--- src/rtl/truth_table_scanner_pkg.sv ---
// Shared definitions for the truth-table scanner.
// Holds the FSM state encoding, default sizing and the golden truth-table
// mask of the evaluator F = A(CD+B) + BC' over {A,B,C,D}.
package truth_table_scanner_pkg;

  localparam int unsigned N_IN_DEF          = 4;
  localparam int unsigned SETTLE_CYCLES_DEF = 1;

  // Minterms 4,5,11,12,13,14,15 of the current evaluator function.
  localparam logic [15:0] F_MASK_REF = 16'hF830;

  typedef enum logic {
    ST_IDLE = 1'b0,
    ST_SCAN = 1'b1
  } state_e;

endpackage

--- src/rtl/truth_table_scanner_if.sv ---
// Control/result bundle between a scan controller and the scanner.
//   start, abort : scan control levels, sampled at clk
//   f_in         : evaluator output returned to the scanner
//   vec_out      : vector driven to the evaluator (MSB = A, LSB = D)
//   busy, done   : scan in progress / one-cycle completion pulse
//   truth_table  : captured F per vector, ones_count : number of 1s captured
interface truth_table_scanner_if
  import truth_table_scanner_pkg::*;
#(
  parameter int unsigned N_IN = N_IN_DEF
) ();

  logic                 start;
  logic                 abort;
  logic                 f_in;
  logic [N_IN-1:0]      vec_out;
  logic                 busy;
  logic                 done;
  logic [2**N_IN-1:0]   truth_table;
  logic [N_IN:0]        ones_count;

  // master drives stimulus/control and reads results
  modport master (
    output start, abort, f_in,
    input  vec_out, busy, done, truth_table, ones_count
  );

  // slave is the scanner itself
  modport slave (
    input  start, abort, f_in,
    output vec_out, busy, done, truth_table, ones_count
  );

endinterface

--- src/rtl/truth_table_scanner_settle_timer.sv ---
// Loadable down-counter timing how long each vector is held.
//   clk, rst_n : clock and async active-low reset
//   load       : load load_val this edge (has priority over counting)
//   load_val   : value to load
//   zero_c     : counter is at zero (combinational decode of the flop)
module truth_table_scanner_settle_timer #(
  parameter int unsigned CW = 1
) (
  input  logic          clk,
  input  logic          rst_n,
  input  logic          load,
  input  logic [CW-1:0] load_val,
  output logic          zero_c
);

  logic [CW-1:0] cnt_q;
  logic [CW-1:0] cnt_d;

  // Counts down to zero and parks there until reloaded.
  always_comb begin
    cnt_d = cnt_q;
    if (load) begin
      cnt_d = load_val;
    end else if (cnt_q != '0) begin
      cnt_d = cnt_q - CW'(1);
    end
  end

  always_ff @(posedge clk or negedge rst_n) begin
    if (!rst_n) begin
      cnt_q <= '0;
    end else begin
      cnt_q <= cnt_d;
    end
  end

  assign zero_c = (cnt_q == '0);

endmodule

--- src/rtl/truth_table_scanner.sv ---
// Walks every input vector of a combinational evaluator, holds each for
// SETTLE_CYCLES clocks, samples F and builds a truth-table mask and ones count.
//   clk, rst_n : clock and async active-low reset
//   bus        : slave side of truth_table_scanner_if (start/abort/f_in in,
//                vec_out/busy/done/truth_table/ones_count out, all registered)
module truth_table_scanner
  import truth_table_scanner_pkg::*;
#(
  parameter int unsigned N_IN          = N_IN_DEF,
  parameter int unsigned SETTLE_CYCLES = SETTLE_CYCLES_DEF
) (
  input  logic                   clk,
  input  logic                   rst_n,
  truth_table_scanner_if.slave   bus
);

  localparam int unsigned N_VEC = 2**N_IN;
  localparam int unsigned CW    = $clog2(SETTLE_CYCLES) + 1;
  localparam int unsigned OW    = N_IN + 1;

  localparam logic [CW-1:0]   RELOAD   = CW'(SETTLE_CYCLES - 1);
  localparam logic [N_IN-1:0] VEC_LAST = '1;

  state_e            state_q, state_d;
  logic [N_IN-1:0]   vec_q, vec_d;
  logic              done_q, done_d;
  logic [N_VEC-1:0]  tt_q, tt_d;
  logic [OW-1:0]     ones_q, ones_d;

  logic              ld;
  logic [CW-1:0]     ld_val;
  logic              zero_c;

  truth_table_scanner_settle_timer #(
    .CW (CW)
  ) u_settle_timer (
    .clk      (clk),
    .rst_n    (rst_n),
    .load     (ld),
    .load_val (ld_val),
    .zero_c   (zero_c)
  );

  // Next-state and result update.
  always_comb begin
    state_d = state_q;
    vec_d   = vec_q;
    done_d  = 1'b0;
    tt_d    = tt_q;
    ones_d  = ones_q;
    ld      = 1'b0;
    ld_val  = RELOAD;

    case (state_q)
      ST_IDLE: begin
        // abort wins over a simultaneous start
        if (bus.start && !bus.abort) begin
          state_d = ST_SCAN;
          vec_d   = '0;
          tt_d    = '0;
          ones_d  = '0;
          ld      = 1'b1;
        end
      end
      ST_SCAN: begin
        if (bus.abort) begin
          // Partial results stay; timer parked at zero for the next scan.
          state_d = ST_IDLE;
          vec_d   = '0;
          ld      = 1'b1;
          ld_val  = '0;
        end else if (zero_c) begin
          tt_d[vec_q] = bus.f_in;
          ones_d      = ones_q + OW'(bus.f_in);
          if (vec_q == VEC_LAST) begin
            // Terminal vector exits before incrementing, so vec_out never wraps.
            state_d = ST_IDLE;
            vec_d   = '0;
            done_d  = 1'b1;
          end else begin
            vec_d = vec_q + N_IN'(1);
            ld    = 1'b1;
          end
        end
      end
      default: begin
        state_d = ST_IDLE;
      end
    endcase
  end

  always_ff @(posedge clk or negedge rst_n) begin
    if (!rst_n) begin
      state_q <= ST_IDLE;
      vec_q   <= '0;
      done_q  <= 1'b0;
      tt_q    <= '0;
      ones_q  <= '0;
    end else begin
      state_q <= state_d;
      vec_q   <= vec_d;
      done_q  <= done_d;
      tt_q    <= tt_d;
      ones_q  <= ones_d;
    end
  end

  assign bus.vec_out     = vec_q;
  assign bus.busy        = (state_q == ST_SCAN);
  assign bus.done        = done_q;
  assign bus.truth_table = tt_q;
  assign bus.ones_count  = ones_q;

endmodule

--- src/flat_wrapper.sv ---
// flat-port wrapper written by rule: the top's interface ports become plain ports
module truth_table_scanner_flat import truth_table_scanner_pkg::*;
#(
  parameter int unsigned N_IN          = N_IN_DEF,
  parameter int unsigned SETTLE_CYCLES = SETTLE_CYCLES_DEF
)
  (clk, rst_n, bus_start, bus_abort, bus_f_in, bus_vec_out, bus_busy, bus_done, bus_truth_table, bus_ones_count);
  truth_table_scanner_if #(.N_IN(N_IN)) bus_i ();
  input  logic clk;
  input  logic rst_n;
  input wire logic [$bits(bus_i.start)-1:0] bus_start;
  input wire logic [$bits(bus_i.abort)-1:0] bus_abort;
  input wire logic [$bits(bus_i.f_in)-1:0] bus_f_in;
  output wire logic [$bits(bus_i.vec_out)-1:0] bus_vec_out;
  output wire logic [$bits(bus_i.busy)-1:0] bus_busy;
  output wire logic [$bits(bus_i.done)-1:0] bus_done;
  output wire logic [$bits(bus_i.truth_table)-1:0] bus_truth_table;
  output wire logic [$bits(bus_i.ones_count)-1:0] bus_ones_count;
  assign bus_i.start = bus_start;
  assign bus_i.abort = bus_abort;
  assign bus_i.f_in = bus_f_in;
  assign bus_vec_out = bus_i.vec_out;
  assign bus_busy = bus_i.busy;
  assign bus_done = bus_i.done;
  assign bus_truth_table = bus_i.truth_table;
  assign bus_ones_count = bus_i.ones_count;
  truth_table_scanner #(.N_IN(N_IN), .SETTLE_CYCLES(SETTLE_CYCLES)) u_core (.clk(clk), .rst_n(rst_n), .bus(bus_i));
endmodule
--- config.mk ---
export PLATFORM = sky130hd
export DESIGN_NAME = truth_table_scanner_flat
export DESIGN_NICKNAME = d
export VERILOG_FILES = /design/src/rtl/truth_table_scanner_pkg.sv /design/src/rtl/truth_table_scanner_if.sv /design/src/rtl/truth_table_scanner_settle_timer.sv /design/src/rtl/truth_table_scanner.sv /design/src/flat_wrapper.sv
export SDC_FILE = /design/constraint.sdc
export NUM_CORES = 1
export LEC_CHECK = 0
export ABC_AREA = 1
export CAP_MARGIN = 20
export CORE_MARGIN = 2
export CORE_UTILIZATION = 53
export CTS_BUF_LIST = sky130_fd_sc_hd__clkbuf_4
export DETAILED_ROUTE_END_ITERATION = 10
export PLACE_DENSITY = 0.88
export SKIP_CTS_REPAIR_TIMING = 1
export SYNTH_ARGS = -nofsm -noshare
export SYNTH_HDL_FRONTEND = slang
export SYNTH_HIERARCHICAL = 1
export SYNTH_SLANG_ARGS = --single-unit
--- constraint.sdc ---
create_clock -name clk -period 1.6 [get_ports clk]
set_input_delay 0.48 -clock clk [delete_from_list [all_inputs] [get_ports clk]]
set_output_delay 0.48 -clock clk [all_outputs]
set_load 0.01 [all_outputs]
### Word-level counts from Yosys, hierarchy flattened

Index checks and enable logic that the tools add are counted.

* $add $sub $neg: 3
* order comparisons: 2
* equality and inequality tests: 5
* muxes and demuxes: 30
* bitwise logic cells: 1
* reduce and logical (&&, ||, !) cells: 5

Operators with widths (number)
* $mux 16: 3
* $pmux 16 s2: 1
* $bwmux 16: 1
* $mux 4: 4
* $mux 5: 3
* $mux 1: 13
* $pmux 5 s2: 1
* $pmux 4 s2: 1
* $add 5x1->5: 1
* $lt 4x5->1 const B: 1
* $add 4x1->4 const B: 1
* $demux 1 s4: 1
* $eq 4x4->1 const B: 1
* $ge 4x1->1 const B: 1
* $ne 2x2->1 const B: 2
* $pmux 1 s2: 2
* $ne 3x3->1 const B: 1
* $reduce_and 3->1: 1
* $logic_and 1x1->1: 2
* $ne 2x1->1 const B: 1
* $reduce_and 2->1: 1
* $logic_not 1->1: 1
* $not 1->1: 1
* $sub 1x1->1 const B: 1

* register bits after elaboration: 28
* bits of input ports: 5
* output and inout bits: 27
* logic and storage cells: 52

### Logic depth before layout (Yosys ltp)

* depth in word-level cells: 8
* depth in mapped cells: 8

### By module

Netlist, hierarchy kept.

Modules (own cells, without submodules)
* truth_table_scanner: instances 1, cells an instance 190, area each 1540.2 um^2, sequential area each 675.6 um^2
* truth_table_scanner_settle_timer: instances 1, cells an instance 4, area each 36.3 um^2, sequential area each 25.0 um^2

### Worst setup path after synthesis

OpenSTA, ideal clock, no wires.

* kind: register to register
* start point: reg u_core.state_q (netlist: u_core/bus.busy)
* end point: reg u_core.tt_q[0] (netlist: u_core/bus.truth_table[0])
* library setup time: 0.117 ns
* data arrival time: 1.148 ns
* data required time: 1.483 ns
* setup slack: 0.335 ns
* cell stages (with the launch flop): 9
* clock period less this slack: 1.265 ns
* path through: dfrtp_1 > buf_6 > inv_4 > nand3_4 > nand2_4 > buf_8 > o21ai_2 > nand2_1 > nand2_1

* longest elaborated chain between the ends: 3
* elaborated cells on any way between the ends: 6
* classes of those cells: eq/ne (3); mux (1); bitwise (1); reduce/logical (1)

RTL lines
* start, declared: RTL line truth_table_scanner.sv:24 `state_e state_q, state_d;`
* start signal, assigned: RTL line truth_table_scanner.sv:100 `state_q <= state_d;`
* $not 1->1: RTL line truth_table_scanner.sv:54 `case (state_q)`
* $ne 2x1->1 (no source line)
* $reduce_and 3->1 (no source line)
* end signal, assigned: RTL line truth_table_scanner.sv:103 `tt_q <= tt_d;`
* end, declared: RTL line truth_table_scanner.sv:27 `logic [N_VEC-1:0] tt_q, tt_d;`

Several ways; a longest one is shown, not always the timed one.
A chain may end at the register's enable or synchronous reset.

### Worst setup path after layout

* start point: in bus_f_in
* end point: reg u_core.ones_q[4] (netlist: u_core/bus.ones_count[4])

* longest elaborated chain between the ends: 4

RTL lines
* start, declared: RTL line flat_wrapper.sv:13 `input wire logic [$bits(bus_i.f_in)-1:0] bus_f_in;`
* $add 5x1->5: RTL line truth_table_scanner.sv:74 `ones_d = ones_q + OW'(bus.f_in);`
* $mux 5: RTL line truth_table_scanner.sv:72 `end else if (zero_c) begin`
* $mux 5: RTL line truth_table_scanner.sv:66 `if (bus.abort) begin`
* $pmux 5 s2: RTL line truth_table_scanner.sv:54
* end signal, assigned: RTL line truth_table_scanner.sv:104 `ones_q <= ones_d;`
* end, declared: RTL line truth_table_scanner.sv:28 `logic [OW-1:0] ones_q, ones_d;`

No other way between the ends. The select of a mux whose other input is x is not followed.

==> implementation parameters <==
Parameter                              Value

Outcome
  Outcome ... finished clean

Placed design
  Detailed placer's ending HPWL ... roughly 2600 microns
  Buffers added on ports ... 31
  Place WS ... -0.316 ns
  Global placement routability congestion ... 0.866

Synth
  YS warnings ... 6
  Post-Synthesis Cells ... 194
  Mean area per synthesized cell ... 8.13 sq um
  Number of distinct library cells after synthesis ... 25
  Sequential area share after synthesis ... approximately 44%
  Register bit total from synthesis ... 28
  Net count of the mapped netlist ... 205
  Post-synthesis instance area ... ~1600 sq um

Clocking
  Number of buffers on the longest clock path ... 2
  Clock sink total ... 28
  Number of buffers created by CTS ... 3
  TritonCTS clock tree ... yes
  Worst-skew pair later-pin latency ... around 0.32 ns
  Clk root buf ... clkbuf_4
  Reg clk slew, reported paths ... 0.15 ns
  H-tree Lvls ... 1

Drt
  Detailed Route Iter0 Violations ... 62
  Number of vias after detailed routing ... 1513
  Count of nets left with antenna violations after detail routing ... 0
  Drc violations ... 0
  Detailed-route wire length ... 3890 microns
  Via density per instance ... ~5.5
  Routed len/inst ... 14.1 microns
  First-pass iteration count of the detailed router ... 4

Worst setup path
  CP endpoint kind ... flop
  CP arrival ... 1.80 ns
  Sequence of cells on the critical path ... clkdlybuf4s50_1 > ha_2 > ha_2 > nand3_2 > nor2_2 > nor2_1 > nor3_1
  Critical setup path kind ... primary input to flop
  Critical-path cell with the highest stage delay ... clkdlybuf4s50_1
  Delay contributed by the slowest stage of the critical path ... 0.49 ns
  Cell repeated most along the worst path ... ha_2
  Largest fanout on the critical path ... 2
  Kind of launch point of the worst setup path ... primary input
  Worst path required time ... between 1.5 and 2 ns

Power
  Areal power density over the cells ... 765 nW/um^2
  Peak VDD IR ... 0.000784 V
  Leakage power of the design ... 0.00150 uW

Global routing
  Maximum number of pins on one net before global-route repair ... 29
  Global-route wire length before repair ... 6140 microns
  All-layer global routing usage ... 23.1%
  Number of global-route vias before repair ... 1453
  GRT overflow ... 0
  Antenna violations before repair ... 0

Die
  Die outline area ... 3430 sq um
  Effective utilization at floorplan ... 56.7%
  Y dimension of the die ... 58.5 microns
  Ports placed on the boundary ... 32
  Core area ... 2780 sq um
  Die width ... slightly below 60 microns
  Total number of placement rows ... 19

Cells and area
  Number of nets in the finished design ... about 260
  Fraction of layout instances using a drive strength above 1 ... 20.4%
  Number of fillers in the final layout ... 186
  Diodes inserted ... 0
  Area growth from synthesis to layout ... 37.5%
  Most common library cell in the layout ignoring fill and taps ... nand2_1
  Highest-count cells in the layout ignoring fill and taps ... 58 x nand2_1, 27 x dlymetal6s2s_1, 27 x dfrtp_1, 23 x nor2_1, 22 x buf_4

Timing
  Achievable Freq ... roughly 640 MHz
  Clk_skew ... 0.0107 ns
  Final Worst Setup Slack ... about 0.044 ns
  Worst hold slack across all endpoints ... 0.481 ns
  Setup violations, final ... 0
  Period utilisation layout ... 97.3%
  Endpoints failing hold ... 0
  Final critical delay including setup and external delays ... 1.56 ns
  Setup repair after global routing missed its margin ... false
  Total count of max-transition violations in the final report ... 0

Run
  Max-cap violations ... 0

Hold path
  Min-delay worst type ... flop to flop
==> cells in the mapped netlist <==
cell type,number,area (sq um)
conb_1,1,3.75
nor2_2,1,6.26
clkbuf_1,2,7.51
ha_1,6,75.1
nand4_1,12,75.1
buf_6,2,22.5
o21ai_2,10,87.6
o211ai_1,1,7.51
buf_4,1,7.51
inv_2,2,7.51
nor3b_1,2,15.0
dfrtp_1,28,701
nor3_1,2,10.0
inv_1,11,41.3
nand3_1,12,60.1
nor2_1,24,90.1
nand2_1,58,218
o21ai_1,11,55.1
nand3_4,2,35.0
clkinv_1,1,3.75
xor2_1,1,8.76
nand2_2,1,6.26
buf_8,1,15.0
nand2_4,1,11.3
inv_4,1,6.26
==> critical path: cells and delay by family <==
| kind | cells | cell delay [ns] |
|---|---|---|
| and+or+nand+nor | 4 | 0.44 |
| buffers and inverters | 1 | 0.49 |
| adders and majority gates | 2 | 0.39 |
==> per-stage QoR <==
step	std cells	power, uW	cell area (sq um)	utilization, %	TNS (ns)
after global placement	265	1330	2000	71.8	-2.47
after CTS	268	1620	2020	72.6	-3.62
final	276	1660	2170	77.9	0
after global routing	276	1750	2170	77.9	0
after detailed placement	265	1340	2000	71.8	-3.43
after floorplan	194	1160	1580	-	0
==> cell type report <==
type	count	area [sq um]	share of cell area [%]
clock buffer	3	22.5	1.04
timing repair buffer	54	563	26.0
inverter	15	58.8	2.71
tap	31	38.8	1.79
multi-input combinational	145	782	36.1
sequential	28	702	32.4
==> cells by family (layout without fill, tap and decap cells) <==
family | Yosys count | in the layout | synth area share, %
AND/OR/NAND/NOR | 115 | 115 | 33.4
flip-flops | 28 | 28 | 44.4
AO/OA/AOI/OAI | 22 | 22 | 9.52
XOR/XNOR | 1 | 1 | 0.556
buffers and inverters | 21 | 72 | 7.06
other | 1 | 1 | 0.238
adder cells (fa/ha/maj) | 6 | 6 | 4.76
==> state kept, by name, summed over array words and instances (netlist names) <==
register and count:
u_core/bus.done 1, u_core/bus.vec_out 4, u_core/bus.busy 1, u_core/bus.ones_count 5, u_core/u_settle_timer/cnt_q 1, u_core/bus.truth_table 16
==> where the power goes <==
| part | leakage [uW] | internal (uW) | switching [uW] |
|---|---|---|---|
| clock | 0.0000138 | 88.2 | 196 |
| sequential | 0.000385 | 754 | 30.3 |
| combinational | 0.00110 | 237 | 352 |
==> per-layer routing <==
metal	vias up	GRT usage [%]	wire length [microns]
met2	54	40.0	1940
li1	737	-	-
met3	13	3.08	204
met4	0	11.6	98
met1	709	28.0	1640
met5	-	0	0
==> final timing paths <==
path / cells after the start / from / slack [ns] / to
setup / recovery: 7 / bus_f_in / 0.04 / u_core/bus.ones_count[4]$_DFFE_PN0P_
hold / removal: 2 / u_core/bus.truth_table[2]$_DFFE_PN0P_ / 0.48 / u_core/bus.truth_table[2]$_DFFE_PN0P_
setup reg to reg: 7 / u_core/bus.vec_out[0]$_DFFE_PN0P_ / 0.14 / u_core/bus.truth_table[4]$_DFFE_PN0P_
hold reg to reg: 2 / u_core/bus.truth_table[2]$_DFFE_PN0P_ / 0.48 / u_core/bus.truth_table[2]$_DFFE_PN0P_
max in group asynchronous: 2 / rst_n / 0.92 / u_core/bus.vec_out[0]$_DFFE_PN0P_
min in group asynchronous: 2 / rst_n / 0.49 / u_core/bus.ones_count[0]$_DFFE_PN0P_
Note: power is estimated with default switching activity, not from simulation.
==> RTL change 1 (config.mk and constraints unchanged) <==
Change the package constant `N_IN_DEF` from 4 to 3.
--- a/src/rtl/truth_table_scanner_pkg.sv
+++ b/src/rtl/truth_table_scanner_pkg.sv
@@ -4,5 +4,5 @@
 package truth_table_scanner_pkg;
 
-  localparam int unsigned N_IN_DEF          = 4;
+  localparam int unsigned N_IN_DEF          = 3;
   localparam int unsigned SETTLE_CYCLES_DEF = 1;
 
Ports: changed (resized bus_ones_count, bus_truth_table and bus_vec_out); port bits go from 32 to 22. The function was not compared with the original's and may differ.
==> RTL change 1 against the original RTL <==
- wire length shrank 42%
- sequential cell count shrank 10
- sequential power is 36% lower
- first-iteration DRC count is 85% lower
- clock skew shrank 0.0077 ns
- area after synthesis is 36% lower
- total power decreased by 40%
- setup slack better by 0.12 ns
- die area fell by 34%
- critical path depth down 1
- global-route usage shrank 0.55 points
- cell area fell by 36%
==> RTL change 1: results (changes against the original RTL) <==
Pwr
  – VDD IR-drop max: 0.6904 mV (-12%)
  – Seq pwr share: 0.498 (+0.025)
  – Overall Power: 1002 uW (-40%)
  – Switch Pwr: 306.6 uW (-47%)
  – Leakage power: 0.001018 uW (-32%)
  – Clock net power: 228 uW (-20%)
  – Pwr Density: 722.4 mW/mm^2 (-5.5%)

Cells and area
  – Register area: 450.4 sq um (-36%)
  – Fill count: 129 (-31%)
  – Multi-input logic area: 461.7 sq um (-41%)
  – Largest register FFs: 8 (-8)
  – Non-clk invs: 17 (+2)
  – Non-clock buffer count: 35 (-35%)
  – Layout area overhead: 37.94%
  – Clock-cell share: 0.01623 (+0.005838)
  – Fraction of layout cells with a size suffix above 1: 0.1543 (-0.04976)
  – Final net count: 174 (-33%)

Global routing
  – Met3 global-route usage: 0.04528 (+0.01451)
  – Largest net degree at the start of global routing: 19 (-34%)
  – First-pass GRT wire length: 3546 um (-42%)
  – Vias in the first global route: 850 (-42%)
  – Met1 usage: 0.2884 (+0.008016)

Timing
  – Fin Clk Skew: 0.002952 ns (-0.007715 ns)
  – Hold_ws: 0.4929 ns (+0.01143 ns)

Synthesis
  – Netlist cell types: 18 (-28%)
  – Synth Instances: 127 (-35%)
  – Register area share after synthesis: 0.4478 (+0.003317)
  – Seq cells post-synth: 18 (-36%)
  – Syn nets: 137 (-33%)
  – XOR/XNOR Fraction of Synth Area: 0.008706 (+0.003151)
  – Synth cell count leaders: 41 x nand2_1, 18 x dfrtp_1, 15 x nand3_1, 13 x inv_1, 9 x nor3_1
  – Top post-synthesis cells by area: dfrtp_1 45%, nand2_1 15%, nand3_1 7.5%
  – Post-synthesis compound-gate area fraction: 0.03234 (-0.06290)

Outcome
  – Status: completed

Setup path
  – Kind of cell adding the most delay to the critical path: adder cells
  – CP endpoint: u_core/bus.ones_count[2]$_DFFE_PN0P_
  – Critical Path AT: 1.63 ns (-0.17 ns)
  – Reg2Reg Depth: 6 (-1)
  – Critical Path Max Stage Delay: 0.43 ns (-0.06 ns)
  – RR Endpoint: u_core/bus.vec_out[1]$_DFFE_PN0P_

Placed design
  – Final GP Congestion: 0.7916 (-8.5%)
  – Port bufs: 21 (-32%)
  – Placed Instances: 180 (-32%)
  – Dpl ws: -0.1528 ns (+0.1627 ns)
  – DP Area: 0.001292 sq mm (-35%)

Drt
  – Vias: 942 (-38%)
  – WL final: 2236 um (-42%)

Clocking
  – Skew-Pair Late Insertion Delay: 0.30 ns (-0.02 ns)
-- RTL change 1: changes by cell type after synthesis, moves of 2 or more --
cell / delta
nand2_1: -17
nor2_1: -17
nand4_1: -11
dfrtp_1: -10
o21ai_2: -10
nor3_1: +7
o21ai_1: -7
nand3_1: +3
clkbuf_1: -2
inv_1: +2
inv_2: +2
nor3b_1: -2
-- RTL change 1: kinds of logic (layout without fill, tap and decap cells) --
family | after synthesis | after routing
AND/OR/NAND/NOR | 77 | 77
buffers and inverters | 20 | 55
flip-flops | 18 | 18
adder cells (fa/ha/maj) | 5 | 5
AO/OA/AOI/OAI | 5 | 5
other | 1 | 1
XOR/XNOR | 1 | 1
-- RTL change 1: metal layers --
metal / wire length [um] / part of all wire / vias up
li1: - / - / 471
met1: 948 / 0.42 / 441
met2: 1163 / 0.52 / 28
met3: 112 / 0.050 / 2
met4: 12 / 0.0054 / 0
met5: 0 / 0 / -
==> RTL change 2 (config.mk and constraints unchanged) <==
Made on the original files. Make the reset (`rst_n`) synchronous in 2 clocked blocks. Comments in the files are not updated.
--- a/src/rtl/truth_table_scanner_settle_timer.sv
+++ b/src/rtl/truth_table_scanner_settle_timer.sv
@@ -27,5 +27,5 @@
   end
 
-  always_ff @(posedge clk or negedge rst_n) begin
+  always_ff @(posedge clk) begin
     if (!rst_n) begin
       cnt_q <= '0;
--- a/src/rtl/truth_table_scanner.sv
+++ b/src/rtl/truth_table_scanner.sv
@@ -90,5 +90,5 @@
   end
 
-  always_ff @(posedge clk or negedge rst_n) begin
+  always_ff @(posedge clk) begin
     if (!rst_n) begin
       state_q <= ST_IDLE;
Function: differs if rst_n is asserted again (counterexample within 4 cycles, from zero or initial values and one cycle with rst_n low); with rst_n held inactive, the same outputs for 10 cycles.
==> RTL change 2 against the original RTL <==
- cell area is 2.5% lower
- wire length down 7.5%
- sequential share of layout area down 5.3 points
- clock skew fell by 0.0060 ns
- first-iteration DRC count grew 29%
- synthesized cell count up 19%
- area after synthesis down 3.0%
- setup slack improved by 0.054 ns
- global-route usage decreased by 2.1 points
- sequential cell count unchanged
- utilization decreased by 1.3 points
Power is not compared: it rests on default switching activity, and its combinational part moved more than twofold at a synthesized area within 25%.
==> RTL change 2: results (changes against the original RTL) <==
Drt
  – Met2 WL: 1773 um (-8.5%)
  – WL met1: 1538 um (-6.4%)
  – Vias: 1563 (+3.3%)
  – Met3 WL post-DR: 252 um (+24%)
  – WL final: 3594 um (-7.5%)

Synthesis
  – Syn nets: 242 (+18%)
  – Post-synthesis compound-gate area fraction: 0.09083 (-0.004403)
  – Top post-synthesis cells by area: dfxtp_1 37%, nand2_1 21%, nand3_1 7.5%
  – Fraction of registers with async set/reset: 0 (-1.000)
  – Netlist cell types: 22 (-12%)
  – Register area share after synthesis: 0.3666 (-0.07783)
  – Post-synthesis adder-cell area fraction: 0.04910 (+0.001481)
  – Synth cell count leaders: 87 x nand2_1, 28 x dfxtp_1, 28 x inv_1, 23 x nand3_1, 18 x a21oi_1
  – XOR/XNOR Fraction of Synth Area: 0 (-0.005556)
  – Dominant synthesized flop cell: dfxtp_1

Timing
  – Fin Clk Skew: 0.004696 ns (-0.005971 ns)

Placed design
  – Dpl ws: -0.1915 ns (+0.1240 ns)
  – Final GP Congestion: 0.8215 (-5.1%)
  – DP Area: 0.001963 sq mm (-1.8%)
  – DP HPWL: 2444 um (-6.5%)

Setup path
  – Slowest library cell on the worst path: dfxtp_4
  – FF-to-FF setup slack: 0.1 ns (-0.04 ns)
  – Worst Setup SP: u_core/bus.vec_out[1]$_SDFFE_PN0P_
  – Critical Path Max Stage Delay: 0.38 ns (-0.11 ns)
  – RR Endpoint: u_core/bus.vec_out[0]$_SDFFE_PN0P_
  – Critical Path AT: 1.77 ns (-0.03 ns)
  – Crit path max fanout: 7 (+5)

Global routing
  – Largest net degree at the start of global routing: 20 (-31%)
  – All-Layer GR Usage: 0.2098 (-0.02092)
  – First-pass GRT wire length: 5630 um (-8.3%)
  – Vias in the first global route: 1331 (-8.4%)
  – Met2 Usage GRT: 0.3506 (-0.04903)
  – Met3 global-route usage: 0.02232 (-0.008448)

Outcome
  – Status: completed

Worst hold path
  – Hold path start: u_core/bus.truth_table[9]$_SDFFE_PN0P_
  – Worst min-delay path endpoint: u_core/bus.truth_table[9]$_SDFFE_PN0P_

Cells and area
  – Register area: 571.8 sq um (-19%)
  – Buffer share of cell area: 0.2724 (+0.01254)
  – Clock-cell share: 0.01243 (+0.002041)
  – Multi-input gates: 164 (+13%)
  – Non-clk invs: 30 (+15)
  – Final net count: 292 (+13%)
  – Fill count: 198 (+6.5%)
## RTL change 2: cell count changes in the layout (fill, tap and decap cells not counted), moves of 4 or more
cell / change
nand2_1: +29
dfrtp_1: -27
dfxtp_1: +21
a21oi_1: +18
inv_1: +17
nand3_1: +12
nor2_1: -11
o21ai_1: -11
nand4_1: -10
o21ai_2: -10
dfxtp_2: +6
o21ai_0: +4
## RTL change 2: cells by family (layout without fill, tap and decap cells)
logic type / after synthesis / count (layout)
and+or+nand+nor: 131 / 131
buffers and inverters: 39 / 88
DFF: 28 / 28
AOI/OAI and AO/OA: 26 / 26
adders and majority gates: 6 / 6
other: 1 / 1
## RTL change 2: tightest hold or removal path, cell delays in order (launching register included)
cell     delay, ns
dfxtp_1       0.34
nand2_1       0.06
a21oi_1       0.05
## RTL change 2: metrics by stage
step                std cells  TNS (ns)
global route              311         0
global placement          301    -2.638
floorplan                 231         0
finish                    311         0
CTS                       305    -3.527
detailed placement        301    -3.540
